==> config.mk <==
export PLATFORM = sky130hd
export DESIGN_NAME = cplx_dot_acc_flat
export DESIGN_NICKNAME = d
export VERILOG_FILES = /design/src/rtl/cplx_dot_acc_if.sv /design/src/rtl/cplx_dot_acc.sv /design/src/flat_wrapper.sv
export SDC_FILE = /design/constraint.sdc
export NUM_CORES = 1
export LEC_CHECK = 0
export BUFFER_PORTS_ARGS = -buffer_cell sky130_fd_sc_hd__buf_2
export CAP_MARGIN = 20
export CORE_MARGIN = 10
export CORE_UTILIZATION = 59
export CTS_CLUSTER_DIAMETER = 100
export DETAILED_ROUTE_END_ITERATION = 8
export PLACE_DENSITY = 0.9
export SYNTH_ARGS = -nofsm -noshare
export SYNTH_HDL_FRONTEND = slang
export SYNTH_SLANG_ARGS = --single-unit
==> constraint.sdc <==
create_clock -name clk -period 4 [get_ports clk]
set_clock_uncertainty 0.05 [all_clocks]
set_input_delay 0.8 -clock clk [delete_from_list [all_inputs] [get_ports clk]]
set_output_delay 0.8 -clock clk [all_outputs]
set_load 0.05 [all_outputs]
==> src/rtl/cplx_dot_acc_if.sv <==
// Interface for the complex dot-product accumulator. It carries the term input
// stream and the result-RAM write port with its status flags.
interface cplx_dot_acc_if #(
    parameter int DATA_WIDTH = 32,
    parameter int ADDR_WIDTH = 10
);
    logic                  i_start;
    logic                  i_in_valid;
    logic [DATA_WIDTH-1:0] i_ab_real;
    logic [DATA_WIDTH-1:0] i_ab_imag;
    logic [DATA_WIDTH-1:0] o_out_real;
    logic [DATA_WIDTH-1:0] o_out_imag;
    logic [ADDR_WIDTH-1:0] o_out_addr;
    logic                  o_we;
    logic                  o_busy;
    logic                  o_done;
    logic                  o_sat_flag;

    modport master (
        output i_start, i_in_valid, i_ab_real, i_ab_imag,
        input  o_out_real, o_out_imag, o_out_addr, o_we, o_busy, o_done, o_sat_flag
    );

    modport slave (
        input  i_start, i_in_valid, i_ab_real, i_ab_imag,
        output o_out_real, o_out_imag, o_out_addr, o_we, o_busy, o_done, o_sat_flag
    );
endinterface

==> src/rtl/cplx_dot_acc.sv <==
// Complex dot-product accumulator. It sums NTERM Q11.21 terms per element and
// writes a saturated result for each element. A run ends after NELEM elements.
module cplx_dot_acc #(
    parameter int DATA_WIDTH = 32,
    parameter int NTERM      = 32,
    parameter int NELEM      = 1024,
    parameter int ADDR_WIDTH = 10
) (
    input logic           clk,
    input logic           rst,
    cplx_dot_acc_if.slave bus
);
    localparam int GUARD = $clog2(NTERM);
    localparam int ACC_W = DATA_WIDTH + GUARD;

    typedef enum logic [1:0] {S_IDLE = 2'd0, S_ACC = 2'd1, S_DONE = 2'd2} state_t;

    state_t                  r_state, w_state_nxt;
    logic signed [ACC_W-1:0] r_acc_re, r_acc_im, w_acc_re_nxt, w_acc_im_nxt;
    logic signed [ACC_W-1:0] w_sum_re, w_sum_im;
    logic [GUARD-1:0]        r_term_cnt, w_term_cnt_nxt;
    logic [ADDR_WIDTH-1:0]   r_elem_cnt, w_elem_cnt_nxt;
    logic [DATA_WIDTH-1:0]   r_out_re, r_out_im, w_out_re_nxt, w_out_im_nxt;
    logic [ADDR_WIDTH-1:0]   r_out_addr, w_out_addr_nxt;
    logic                    r_we, r_busy, r_done, r_sat;
    logic                    w_we_nxt, w_done_nxt, w_sat_nxt;
    logic [DATA_WIDTH:0]     w_sat_re, w_sat_im;
    logic                    w_last_term, w_last_elem;

    // Clamp to the signed DATA_WIDTH range when the guard bits disagree with the sign; the MSB of the result flags a clamp.
    function automatic logic [DATA_WIDTH:0] sat_word(input logic signed [ACC_W-1:0] v);
        logic [GUARD:0] top;
        top = v[ACC_W-1:DATA_WIDTH-1];
        if ((top == {(GUARD+1){1'b0}}) || (top == {(GUARD+1){1'b1}})) begin
            return {1'b0, v[DATA_WIDTH-1:0]};
        end else if (v[ACC_W-1]) begin
            return {1'b1, 1'b1, {(DATA_WIDTH-1){1'b0}}};
        end else begin
            return {1'b1, 1'b0, {(DATA_WIDTH-1){1'b1}}};
        end
    endfunction

    assign w_sum_re    = r_acc_re + {{GUARD{bus.i_ab_real[DATA_WIDTH-1]}}, bus.i_ab_real};
    assign w_sum_im    = r_acc_im + {{GUARD{bus.i_ab_imag[DATA_WIDTH-1]}}, bus.i_ab_imag};
    assign w_sat_re    = sat_word(w_sum_re);
    assign w_sat_im    = sat_word(w_sum_im);
    assign w_last_term = bus.i_in_valid && (r_term_cnt == GUARD'(NTERM - 1));
    assign w_last_elem = (r_elem_cnt == ADDR_WIDTH'(NELEM - 1));

    // Next-state and next-register-value logic for the IDLE/ACC/DONE control.
    always_comb begin
        w_state_nxt    = r_state;
        w_acc_re_nxt   = r_acc_re;
        w_acc_im_nxt   = r_acc_im;
        w_term_cnt_nxt = r_term_cnt;
        w_elem_cnt_nxt = r_elem_cnt;
        w_out_re_nxt   = r_out_re;
        w_out_im_nxt   = r_out_im;
        w_out_addr_nxt = r_out_addr;
        w_sat_nxt      = r_sat;
        w_we_nxt       = 1'b0;
        w_done_nxt     = 1'b0;
        case (r_state)
            S_IDLE: begin
                if (bus.i_start) begin
                    w_state_nxt    = S_ACC;
                    w_acc_re_nxt   = {ACC_W{1'b0}};
                    w_acc_im_nxt   = {ACC_W{1'b0}};
                    w_term_cnt_nxt = {GUARD{1'b0}};
                    w_elem_cnt_nxt = {ADDR_WIDTH{1'b0}};
                    w_sat_nxt      = 1'b0;
                end else begin
                    w_state_nxt    = S_IDLE;
                end
            end
            S_ACC: begin
                if (w_last_term) begin
                    w_out_re_nxt   = w_sat_re[DATA_WIDTH-1:0];
                    w_out_im_nxt   = w_sat_im[DATA_WIDTH-1:0];
                    w_out_addr_nxt = r_elem_cnt;
                    w_we_nxt       = 1'b1;
                    w_sat_nxt      = r_sat | w_sat_re[DATA_WIDTH] | w_sat_im[DATA_WIDTH];
                    w_acc_re_nxt   = {ACC_W{1'b0}};
                    w_acc_im_nxt   = {ACC_W{1'b0}};
                    w_term_cnt_nxt = {GUARD{1'b0}};
                    w_elem_cnt_nxt = r_elem_cnt + {{(ADDR_WIDTH-1){1'b0}}, 1'b1};
                    w_state_nxt    = w_last_elem ? S_DONE : S_ACC;
                end else if (bus.i_in_valid) begin
                    w_acc_re_nxt   = w_sum_re;
                    w_acc_im_nxt   = w_sum_im;
                    w_term_cnt_nxt = r_term_cnt + {{(GUARD-1){1'b0}}, 1'b1};
                end else begin
                    w_state_nxt    = S_ACC;
                end
            end
            S_DONE: begin
                w_state_nxt = S_IDLE;
                w_done_nxt  = 1'b1;
            end
            default: begin
                w_state_nxt = S_IDLE;
            end
        endcase
    end

    // State register.
    always_ff @(posedge clk or negedge rst) begin
        if (!rst) begin
            r_state <= S_IDLE;
        end else begin
            r_state <= w_state_nxt;
        end
    end

    // Datapath and registered outputs.
    always_ff @(posedge clk or negedge rst) begin
        if (!rst) begin
            r_acc_re   <= {ACC_W{1'b0}};
            r_acc_im   <= {ACC_W{1'b0}};
            r_term_cnt <= {GUARD{1'b0}};
            r_elem_cnt <= {ADDR_WIDTH{1'b0}};
            r_out_re   <= {DATA_WIDTH{1'b0}};
            r_out_im   <= {DATA_WIDTH{1'b0}};
            r_out_addr <= {ADDR_WIDTH{1'b0}};
            r_we       <= 1'b0;
            r_busy     <= 1'b0;
            r_done     <= 1'b0;
            r_sat      <= 1'b0;
        end else begin
            r_acc_re   <= w_acc_re_nxt;
            r_acc_im   <= w_acc_im_nxt;
            r_term_cnt <= w_term_cnt_nxt;
            r_elem_cnt <= w_elem_cnt_nxt;
            r_out_re   <= w_out_re_nxt;
            r_out_im   <= w_out_im_nxt;
            r_out_addr <= w_out_addr_nxt;
            r_we       <= w_we_nxt;
            r_busy     <= (w_state_nxt != S_IDLE);
            r_done     <= w_done_nxt;
            r_sat      <= w_sat_nxt;
        end
    end

    assign bus.o_out_real = r_out_re;
    assign bus.o_out_imag = r_out_im;
    assign bus.o_out_addr = r_out_addr;
    assign bus.o_we       = r_we;
    assign bus.o_busy     = r_busy;
    assign bus.o_done     = r_done;
    assign bus.o_sat_flag = r_sat;
endmodule

==> src/flat_wrapper.sv <==
// flat-port wrapper written by rule: the top's interface ports become plain ports
module cplx_dot_acc_flat 
#(
    parameter int DATA_WIDTH = 32,
    parameter int NTERM      = 32,
    parameter int NELEM      = 1024,
    parameter int ADDR_WIDTH = 10
)
  (clk, rst, bus_i_start, bus_i_in_valid, bus_i_ab_real, bus_i_ab_imag, bus_o_out_real, bus_o_out_imag, bus_o_out_addr, bus_o_we, bus_o_busy, bus_o_done, bus_o_sat_flag);
  cplx_dot_acc_if #(.DATA_WIDTH(DATA_WIDTH), .ADDR_WIDTH(ADDR_WIDTH)) bus_i ();
  input logic clk;
  input logic rst;
  input wire logic [$bits(bus_i.i_start)-1:0] bus_i_start;
  input wire logic [$bits(bus_i.i_in_valid)-1:0] bus_i_in_valid;
  input wire logic [$bits(bus_i.i_ab_real)-1:0] bus_i_ab_real;
  input wire logic [$bits(bus_i.i_ab_imag)-1:0] bus_i_ab_imag;
  output wire logic [$bits(bus_i.o_out_real)-1:0] bus_o_out_real;
  output wire logic [$bits(bus_i.o_out_imag)-1:0] bus_o_out_imag;
  output wire logic [$bits(bus_i.o_out_addr)-1:0] bus_o_out_addr;
  output wire logic [$bits(bus_i.o_we)-1:0] bus_o_we;
  output wire logic [$bits(bus_i.o_busy)-1:0] bus_o_busy;
  output wire logic [$bits(bus_i.o_done)-1:0] bus_o_done;
  output wire logic [$bits(bus_i.o_sat_flag)-1:0] bus_o_sat_flag;
  assign bus_i.i_start = bus_i_start;
  assign bus_i.i_in_valid = bus_i_in_valid;
  assign bus_i.i_ab_real = bus_i_ab_real;
  assign bus_i.i_ab_imag = bus_i_ab_imag;
  assign bus_o_out_real = bus_i.o_out_real;
  assign bus_o_out_imag = bus_i.o_out_imag;
  assign bus_o_out_addr = bus_i.o_out_addr;
  assign bus_o_we = bus_i.o_we;
  assign bus_o_busy = bus_i.o_busy;
  assign bus_o_done = bus_i.o_done;
  assign bus_o_sat_flag = bus_i.o_sat_flag;
  cplx_dot_acc #(.DATA_WIDTH(DATA_WIDTH), .NTERM(NTERM), .NELEM(NELEM), .ADDR_WIDTH(ADDR_WIDTH)) u_core (.clk(clk), .rst(rst), .bus(bus_i));
endmodule
# Word-level counts from Yosys, hierarchy flattened
# Cells that the tools add are included.
dict set report op_classes {
  n_addsub 4
  eq_ne 9
  bitwise_logic 2
  n_mux 29
  n_reduce_logical 11
}
# op n
set ops {}
lappend ops {{$mux W37} 5}
lappend ops {{$pmux W37 S2} 2}
lappend ops {{$add A37 B37 Y37} 2}
lappend ops {{$mux W33} 2}
lappend ops {{$mux W32} 2}
lappend ops {{$mux W10} 2}
lappend ops {{$pmux W10 S2} 1}
lappend ops {{$mux W5} 3}
lappend ops {{$eq A6 B6 Y1 const B} 2}
lappend ops {{$logic_not A6 Y1} 2}
lappend ops {{$add A10 B1 Y10 const B} 1}
lappend ops {{$eq A10 B10 Y1 const B} 1}
lappend ops {{$pmux W5 S2} 1}
lappend ops {{$mux W1} 6}
lappend ops {{$mux W2} 3}
lappend ops {{$reduce_and A3 Y1} 2}
lappend ops {{$add A5 B1 Y5 const B} 1}
lappend ops {{$eq A5 B5 Y1 const B} 1}
lappend ops {{$pmux W2 S2} 1}
lappend ops {{$reduce_bool A2 Y1} 2}
lappend ops {{$ne A3 B2 Y1 const B} 1}
lappend ops {{$eq A2 B1 Y1 const B} 1}
lappend ops {{$eq A2 B2 Y1 const B} 1}
lappend ops {{$logic_not A2 Y1} 1}
lappend ops {{other kinds (7)} 9}
dict set report totals {
  elab_cells 67
  register_bits 169
  out_inout_bits 78
  input_bits 68
}

# Longest topological paths before layout
# Gate-level depths: netlist of run 1.
dict set report depth {
  depth_word 8
  depth_mapped 15
  mapped_depth_nobuf 14
}

# Least setup slack after synthesis of run 1
# Ideal clock, no wire load.
dict set report synth_path {
  path_type {input port to flip-flop}
  startpoint {in bus_i_ab_imag[0]}
  endpoint {reg u_core.r_sat, in the netlist u_core.bus.o_sat_flag}
  required_time_ns 3.832
  path_stages 15
  path_buffers 1
  arrival_time_ns 3.789
  setup_time_ns 0.118
  setup_slack_ns 0.043
  cell_sequence {ha_1 inv_1 fa_1 nor2b_1 o31a_1 o31a_1 a311o_1 a311oi_2 o21bai_2 a41oi_2 xnor2_1 mux2i_4 buf_6 a21oi_1 a21o_1}
}
dict set report synth_between {
  elab_chain_cells 7
  word_cells_on_any_way 8
  cone_classes {add/sub (1); eq/ne (1); mux (3); bitwise (1); reduce/logical (2)}
}
# item line_no
set synth_lines {}
lappend synth_lines {{start: declaration} flat_wrapper.sv:16} ;# input wire logic [$bits(bus_i.i_ab_imag)-1:0] bus_i_ab_imag;
lappend synth_lines {{$add A37 B37 Y37 (*)} cplx_dot_acc.sv:44} ;# assign w_sum_im = r_acc_im + {{GUARD{bus.i_ab_imag[DATA_WIDTH-1]}}, bus.i_ab_imag};
lappend synth_lines {{$eq A6 B6 Y1 / $logic_not A6 Y1 (equally long branches)} cplx_dot_acc.sv:34} ;# if ((top == {(GUARD+1){1'b0}}) || (top == {(GUARD+1){1'b1}})) begin
lappend synth_lines {{$logic_or A1 B1 Y1 (*)} cplx_dot_acc.sv:34}
lappend synth_lines {{$mux W33 (*)} cplx_dot_acc.sv:34}
lappend synth_lines {{$or A1 B1 Y1 (*)} cplx_dot_acc.sv:82} ;# w_sat_nxt = r_sat | w_sat_re[DATA_WIDTH] | w_sat_im[DATA_WIDTH];
lappend synth_lines {{$mux W1 (*)} cplx_dot_acc.sv:77} ;# if (w_last_term) begin
lappend synth_lines {{$pmux W1 S2 (*)} cplx_dot_acc.sv:63} ;# case (r_state)
lappend synth_lines {{end signal: assignment} cplx_dot_acc.sv:140} ;# r_sat <= w_sat_nxt;
lappend synth_lines {{end: declaration} cplx_dot_acc.sv:25} ;# logic r_we, r_busy, r_done, r_sat;
# Mark *: on every way between the ends. The rest lies on a longest branch, timed or not. The select of a mux whose other input is x is not followed.
# A chain may end at the register's enable or synchronous reset.

# Final worst setup path of run 1
dict set report layout_path {
  startpoint {in bus_i_ab_imag[0]}
  endpoint {reg u_core.r_out_im[28], in the netlist u_core.bus.o_out_imag[28]}
}
dict set report layout_between {
  elab_chain_cells 4
  word_cells_on_any_way 6
  cone_classes {add/sub (1); eq/ne (1); mux (2); reduce/logical (2)}
}
# item line_no
set layout_lines {}
lappend layout_lines {{$add A37 B37 Y37 (*)} cplx_dot_acc.sv:44}
lappend layout_lines {{$eq A6 B6 Y1 / $logic_not A6 Y1 (equally long branches)} cplx_dot_acc.sv:34}
lappend layout_lines {{$logic_or A1 B1 Y1} cplx_dot_acc.sv:34}
lappend layout_lines {{$mux W33 (*)} cplx_dot_acc.sv:34}
lappend layout_lines {{end signal: assignment} cplx_dot_acc.sv:123} ;# r_out_im <= {DATA_WIDTH{1'b0}};
lappend layout_lines {{end signal: assignment} cplx_dot_acc.sv:135} ;# r_out_im <= w_out_im_nxt;
lappend layout_lines {{end: declaration} cplx_dot_acc.sv:23} ;# logic [DATA_WIDTH-1:0] r_out_re, r_out_im, w_out_re_nxt, w_out_im_nxt;
# Mark *: on every way between the ends. The rest lies on a longest branch, timed or not.

==> flow_metrics.py, run 1 <==
metrics = {
    "setup_path": {
        "cp.arrival_ps": 4150,
        "critPathSlowestCell": "a311o_2",
        "criticalPathCategory": "in -> reg",
        "worst_path_most_repeated_cell": "buf_4",
        "r2r_start": "u_core.r_acc_im[0]",
        "crit_path_cell_trace": "buf_2 > ha_1 > inv_1 > fa_1 > nor2b_1 > o31a_1 > o31a_1 > a311o_2 > nor3b_1 > nor4_1 > buf_4 > xor2_1 > buf_4 > nand3_1 > buf_4 > a21oi_4 > buf_12 > buf_6 > a21oi_2",
        "critPathBufInv": 7,
        "crit_path_start_kind": "primary input",
        "cp_top_family": "compound AO/OA/AOI/OAI gates",
        "end_kind": "register",
        "cp_max_fo": 7,
        "worstPathRequired_ps": 4280,
        "startpoint": "bus_i_ab_imag[0]",
        "cp_slowest_stage_delay_ps": 440,
    },
    "timing": {
        "period_minus_slack_ps": 3870,
        "final-setup-viol-count": 0,
        "slew_headroom_pct": 42.5,
        "setup_tns_ps": 0,
        "fin_ws_ps": 125,
        "whs_ps": 329,
        "fmax_mhz": 258,
        "period_share_pct": 96.9,
        "worst_pin_slew_ps": 861,
        "slew_violations": 0,
        "hold_viol_final": 0,
    },
    "pwr": {
        "combPwrFrac_pct": 61.2,
        "p_int_mw": 6.17,
        "power_density_nw_per_um2": 881,
        "power_switching_mw": 5.34,
        "p_leak_nw": 6.40,
        "seq_power_share_pct": 23.6,
        "power_frac_clock_pct": 15.2,
        "peakVddDrop_v": 0.000604,
        "p_sw_share_pct": 46.4,
    },
    "drt": {
        "drt_first_pass_iters": 5,
        "totalWireLength_um": 31800,
        "vias": 10400,
        "vias_per_cell": 6.25,
        "drcViolationCount": 0,
        "ant_nets": 0,
        "drt_iter0_markers": 905,
        "wire_per_inst_um": 19.1,
    },
    "global_routing": {
        "overflow": 0,
        "grt_use_met3_pct": 5.51,
        "grt_usage_pct": 25.0,
        "met1_usage_pct": 32.0,
        "busiest_layer": "met2",
        "grt_pass1_vias": 10200,
        "grt_pass1_wl_um": 50500,
        "antenna_found_initial": 1,
        "met2_usage_pct": 40.5,
        "grt_max_degree": 90,
    },
    "synthesis": {
        "syn_nets": 1371,
        "ys_ff_latch": 169,
        "synth_edf_count": 0,
        "synth_area_leaders": "dfrtp_1 (39%), ha_1 (8.7%), a21oi_1 (5.5%)",
        "synthCells": 1226,
        "synth_top_area_share_pct": 39.2,
        "synth_area_um2": 10800,
        "synth_largest_area_cell": "dfrtp_1",
        "yosysMostFrequentCell": "dfrtp_1",
        "synth_common_cells": "dfrtp_1 (169), nor2_1 (148), nand2_1 (139)",
        "synth.distinct_cells": 66,
        "synth_warnings": 0,
        "synth_flop_cell": "dfrtp_1",
        "avgSynthCellArea_um2": 8.81,
        "ys_seq_area_share_pct": 39.2,
        "async_flop_share_pct": 100,
    },
    "die": {
        "start_util_pct": 60.1,
        "die_x_um": 155,
        "dieHeight_um": 155,
        "rows": 49,
        "die_area_um2": 24100,
        "io-pin-count": 146,
        "core_area_um2": 18000,
    },
    "place": {
        "dpl.hpwl_um": 22200,
        "post-place-ws_ps": -442,
        "portBuffers": 145,
        "globalplace.congestion": 0.922,
    },
    "clocking": {
        "insertion_delay_ps": 450,
        "clk_pin_slew_worst_paths_ps": 60,
        "clockBufferDepth": 2,
        "cts_max_level": 4,
        "tritoncts": "yes",
        "hold_buffers": 0,
        "cts_sinks": 169,
        "cts_buffers": 17,
        "clock-root-buffer": "clkbuf_16",
    },
    "hold_path": {
        "hold_class": "in -> async",
    },
    "layout": {
        "fillers": 1294,
        "area_delta_synth_final_pct": 20.9,
        "num-nets-final": 1564,
        "drive_gt1_share_pct": 22.2,
    },
    "outcome": {
        "outcome": "completed",
    },
    "run": {
        "drv_cap": 0,
    },
}
==> stage by stage <==
stage,power (mW),cell area (µm²),utilization [%],instances
floorplan,7.51,10800,-,1226
global placement,9.27,12300,68.5,1623
detailed placement,9.50,12300,68.5,1623
CTS,11.3,12900,71.9,1655
global route,12.3,13100,72.7,1662
finish,11.5,13100,72.7,1662
==> cell usage in the layout, fill, tap and decap left out, types with 11 or more instances in the layout <==
master / synthesis / layout
buf_4: 0 / 84
buf_2: 10 / 144
xor2_1: 24 / 24
o21ai_0: 79 / 77
o211ai_1: 11 / 11
o21a_1: 13 / 13
inv_1: 19 / 19
nor3_1: 16 / 15
a21o_1: 27 / 27
a211oi_1: 15 / 14
a22o_1: 68 / 68
nand3_1: 22 / 22
ha_1: 75 / 75
a21oi_1: 119 / 116
and3_1: 13 / 13
clkbuf_16: 0 / 19
nand4_1: 13 / 13
nor2b_1: 11 / 11
a21oi_2: 23 / 24
nor2_1: 148 / 147
dfrtp_1: 169 / 169
xnor2_1: 38 / 37
nand2_1: 139 / 139
==> kinds of logic (layout without fill, tap and decap cells) <==
kind of cell	count (synthesis)	in the layout	share of synthesized area, %
other	0	1	0
adder cells (fa/ha/maj)	77	77	9.06
flip-flops	169	169	39.2
AO/OA/AOI/OAI	425	425	26.5
buffers and inverters	85	291	3.28
AND/OR/NAND/NOR	404	404	16.5
XOR/XNOR	62	62	5.03
multiplexers	4	4	0.510
==> cell type report <==
type | instances | area [µm²] | area share, %
multi-input cells | 972 | 6280 | 48.1
flip-flops and latches | 169 | 4230 | 32.4
repair buffers | 239 | 1560 | 12.0
clock buffers | 22 | 474 | 3.63
well taps | 229 | 287 | 2.19
clock inverters | 10 | 141 | 1.08
inverters | 20 | 75.1 | 0.575
diodes | 1 | 2.50 | 0.0192
==> what timing repair did <==
action / in CTS / in global routing
endpoints found under the setup margin: 1 / 60
cloned: 0 / 3
resized for setup: 1 / 8
setup buffers: 0 / 3
pin swaps: 0 / 2
==> metal layers <==
layer / up-vias / wire, µm
li1: 4839 / -
met4: 0 / 836
met5: - / 0
met3: 66 / 2560
met2: 532 / 15000
met1: 4955 / 13400
==> path summary, 6_finish.rpt <==
path,end,slack [ps],depth (start not counted)
worst max-delay path,u_core.bus.o_out_imag[28],130,19
worst min-delay path,u_core.bus.o_out_real[16],330,1
worst max register to register,u_core.bus.o_out_imag[28],200,18
worst min register to register,u_core.bus.o_out_addr[5],420,2
max in group asynchronous,u_core.r_acc_re[31],2650,2
min in group clk,u_core.bus.o_out_addr[5],420,2
==> power groups by stage <==
stage          Clock [mW]  Sequential, mW  Combinational [mW]
2_1_floorplan           0            3.39                4.12
4_1_cts              1.77            2.70                6.86
6_report             1.75            2.71                7.04
5_1_grt              1.82            2.77                7.66
3_5_place_dp            0            2.71                6.79
3_3_place_gp            0            2.68                6.58
==> registers in the layout, indices dropped and copies added (netlist names) <==
| name | cells |
|---|---|
| u_core.r_acc_re | 37 |
| u_core.bus.o_done | 1 |
| u_core.r_elem_cnt | 10 |
| u_core.r_term_cnt | 5 |
| u_core.r_acc_im | 37 |
| u_core.bus.o_we | 1 |
| u_core.r_state | 2 |
| u_core.bus.o_out_imag | 32 |
| u_core.bus.o_busy | 1 |
| u_core.bus.o_out_real | 32 |
| u_core.bus.o_sat_flag | 1 |
| u_core.bus.o_out_addr | 10 |
(Power assumes the default switching activity.)
==> run 2, diff against run 1 <==
Settings changed: CORE_ASPECT_RATIO from default to 1.5.
==> run 2 against run 1 <==
Compared with the run above: sequential share of layout area is essentially flat; critical path type unchanged; critical endpoint is now u_core.bus.o_out_real[0]; critical path depth shrank 2; worst setup slack worse by 32 ps; clock power shrank 2%; register-to-register slack about the same.
==> flow_metrics.py, run 2 (synthesized netlist as in run 1, its figures left out) <==
metrics = {
    "outcome": {
        "outcome": "completed",
    },
    "setup_path": {
        "end_kind": "register",
        "cp_max_fo": 31,
        "critPathSlowestCell": "fa_1",
        "criticalPathCategory": "in -> reg",
        "crit_path_start_kind": "primary input",
        "crit_path_cell_trace": "buf_2 > ha_1 > fa_1 > a211oi_1 > o21ai_0 > a21oi_2 > o31ai_1 > o21ai_0 > buf_4 > o21ai_0 > xnor2_2 > nor4_2 > buf_4 > o21ai_2 > buf_12 > a21oi_1 > nor2_1",
        "cp.arrival_ps": 4170,
        "worstPathRequired_ps": 4270,
        "cp_slowest_stage_delay_ps": 430,
        "worst_path_most_repeated_cell": "o21ai_0",
    },
    "place": {
        "portBuffers": 145,
        "globalplace.congestion": 0.989,
        "dp_cells": 1626,
        "post-place-ws_ps": -323,
        "dpl.hpwl_um": 23600,
    },
    "global_routing": {
        "antenna_found_initial": 1,
        "grt_usage_pct": 26.2,
        "overflow": 0,
        "grt_max_degree": 80,
        "grt_pass1_wl_um": 50700,
        "grt_pass1_vias": 10700,
    },
    "pwr": {
        "p_leak_nw": 6.42,
        "power_density_nw_per_um2": 885,
        "peakVddDrop_v": 0.000505,
    },
    "drt": {
        "drcViolationCount": 0,
        "vias": 10200,
        "drt_first_pass_iters": 5,
        "drt_iter0_markers": 731,
        "vias_per_cell": 6.18,
        "totalWireLength_um": 31600,
        "ant_nets": 0,
        "wire_per_inst_um": 19.1,
    },
    "clocking": {
        "clk_pin_slew_worst_paths_ps": 70,
        "cts_sinks": 169,
        "clockBufferDepth": 2,
        "post_cts_buffers": 0,
        "tritoncts": "yes",
        "clock-root-buffer": "clkbuf_16",
        "cts_max_level": 4,
        "insertion_delay_ps": 430,
        "cts_buffers": 17,
    },
    "timing": {
        "worst_pin_slew_ps": 893,
        "period_share_pct": 97.7,
        "slew_headroom_pct": 40.3,
        "final-setup-viol-count": 0,
        "fin_ws_ps": 93.4,
        "period_minus_slack_ps": 3910,
        "hold_viol_final": 0,
        "slew_violations": 0,
        "fmax_mhz": 256,
    },
    "die": {
        "die_x_um": 130,
        "core_area_um2": 17900,
        "dieHeight_um": 186,
        "die_area_um2": 24200,
        "start_util_pct": 60.2,
        "rows": 60,
        "io-pin-count": 146,
    },
    "layout": {
        "layout_common_cells": "dfrtp_1 (169), nor2_1 (147), buf_2 (144)",
        "final_util_pct": 72.7,
        "num-nets-final": 1573,
        "area_delta_synth_final_pct": 20.8,
        "final_common_cell": "dfrtp_1",
        "final_cells": 1658,
        "drive_gt1_share_pct": 22.5,
        "top_regs": "u_core.r_acc_im: 37 flops, u_core.r_acc_re: 37 flops",
    },
    "hold_path": {
        "hold_class": "in -> async",
    },
    "run": {
        "drv_cap": 0,
    },
}
==> run 2: changes by cell type in the layout (fill, tap and decap cells not counted), moves of 2 or more <==
cell	delta
o21ai_1	-2
clkinv_4	-2
clkbuf_16	-2
o21ai_0	+2
buf_4	+14
buf_12	-2
inv_6	+2
==> run 2: path summary, 6_finish.rpt <==
check / startpoint / end / slack (ps) / cells after the start
setup reg to reg: u_core.r_acc_re[0] / u_core.bus.o_out_real[0] / 200 / 16
max in group asynchronous: rst / u_core.bus.o_out_real[30] / 2720 / 2
hold / removal: rst / u_core.bus.o_out_real[11] / 230 / 1
hold reg to reg: u_core.bus.o_out_addr[5] / u_core.bus.o_out_addr[5] / 420 / 2
setup / recovery: bus_i_ab_real[0] / u_core.bus.o_out_real[0] / 90 / 17
min in group clk: u_core.bus.o_out_addr[5] / u_core.bus.o_out_addr[5] / 420 / 2
==> run 2: where the power goes <==
group,internal [mW],switching (mW)
clock network,1.02,0.693
registers,2.32,0.376
logic,2.87,4.25
==> run 2: cell type report <==
class                           instances  area [µm²]
Inverter                               20        75.1
Tap cell                              217         272
Clock buffer                           21         460
Sequential cell                       169        4230
Multi-Input combinational cell        972        6290
Antenna cell                            1        2.50
Clock inverter                         10         141
Timing Repair Buffer                  248        1570
Fill cell                            1293        4900
==> run 2: worst max-delay path: cells and delay by family <==
| family | cells | cell delay (ps) |
|---|---|---|
| AOI/OAI and AO/OA | 8 | 1480 |
| adders and majority gates | 2 | 670 |
| buffers and inverters | 4 | 620 |
| and+or+nand+nor | 2 | 370 |
| xor gates and xnor gates | 1 | 220 |
==> run 2: what timing repair did <==
action                                  in CTS  in global routing
endpoints found under the setup margin       0                 48
resized for setup                            0                  6
hold buffers                                 0                  0
hold endpoints to repair                     0                  0
==> run 2: layer usage <==
metal | GRT usage (%) | vias to the layer above | share of wire, %
li1 | - | 4832 | -
met1 | 26.1 | 4896 | 36
met2 | 49.6 | 400 | 54
met3 | 4.44 | 119 | 4.9
met4 | 14.8 | 0 | 4.8
met5 | 0 | - | 0
==> run 2: metrics by stage <==
| stage | hold slack, ps | TNS (ps) | power, mW | cell area, µm² |
|---|---|---|---|---|
| after floorplan | 390 | 0 | 7.51 | 10800 |
| after global placement | 406 | -7580 | 9.42 | 12400 |
| after detailed placement | 411 | -16270 | 9.64 | 12400 |
| after CTS | 239 | 0 | 11.4 | 13000 |
| after global routing | 256 | -1630 | 12.3 | 13000 |
| final | 229 | 0 | 11.5 | 13000 |
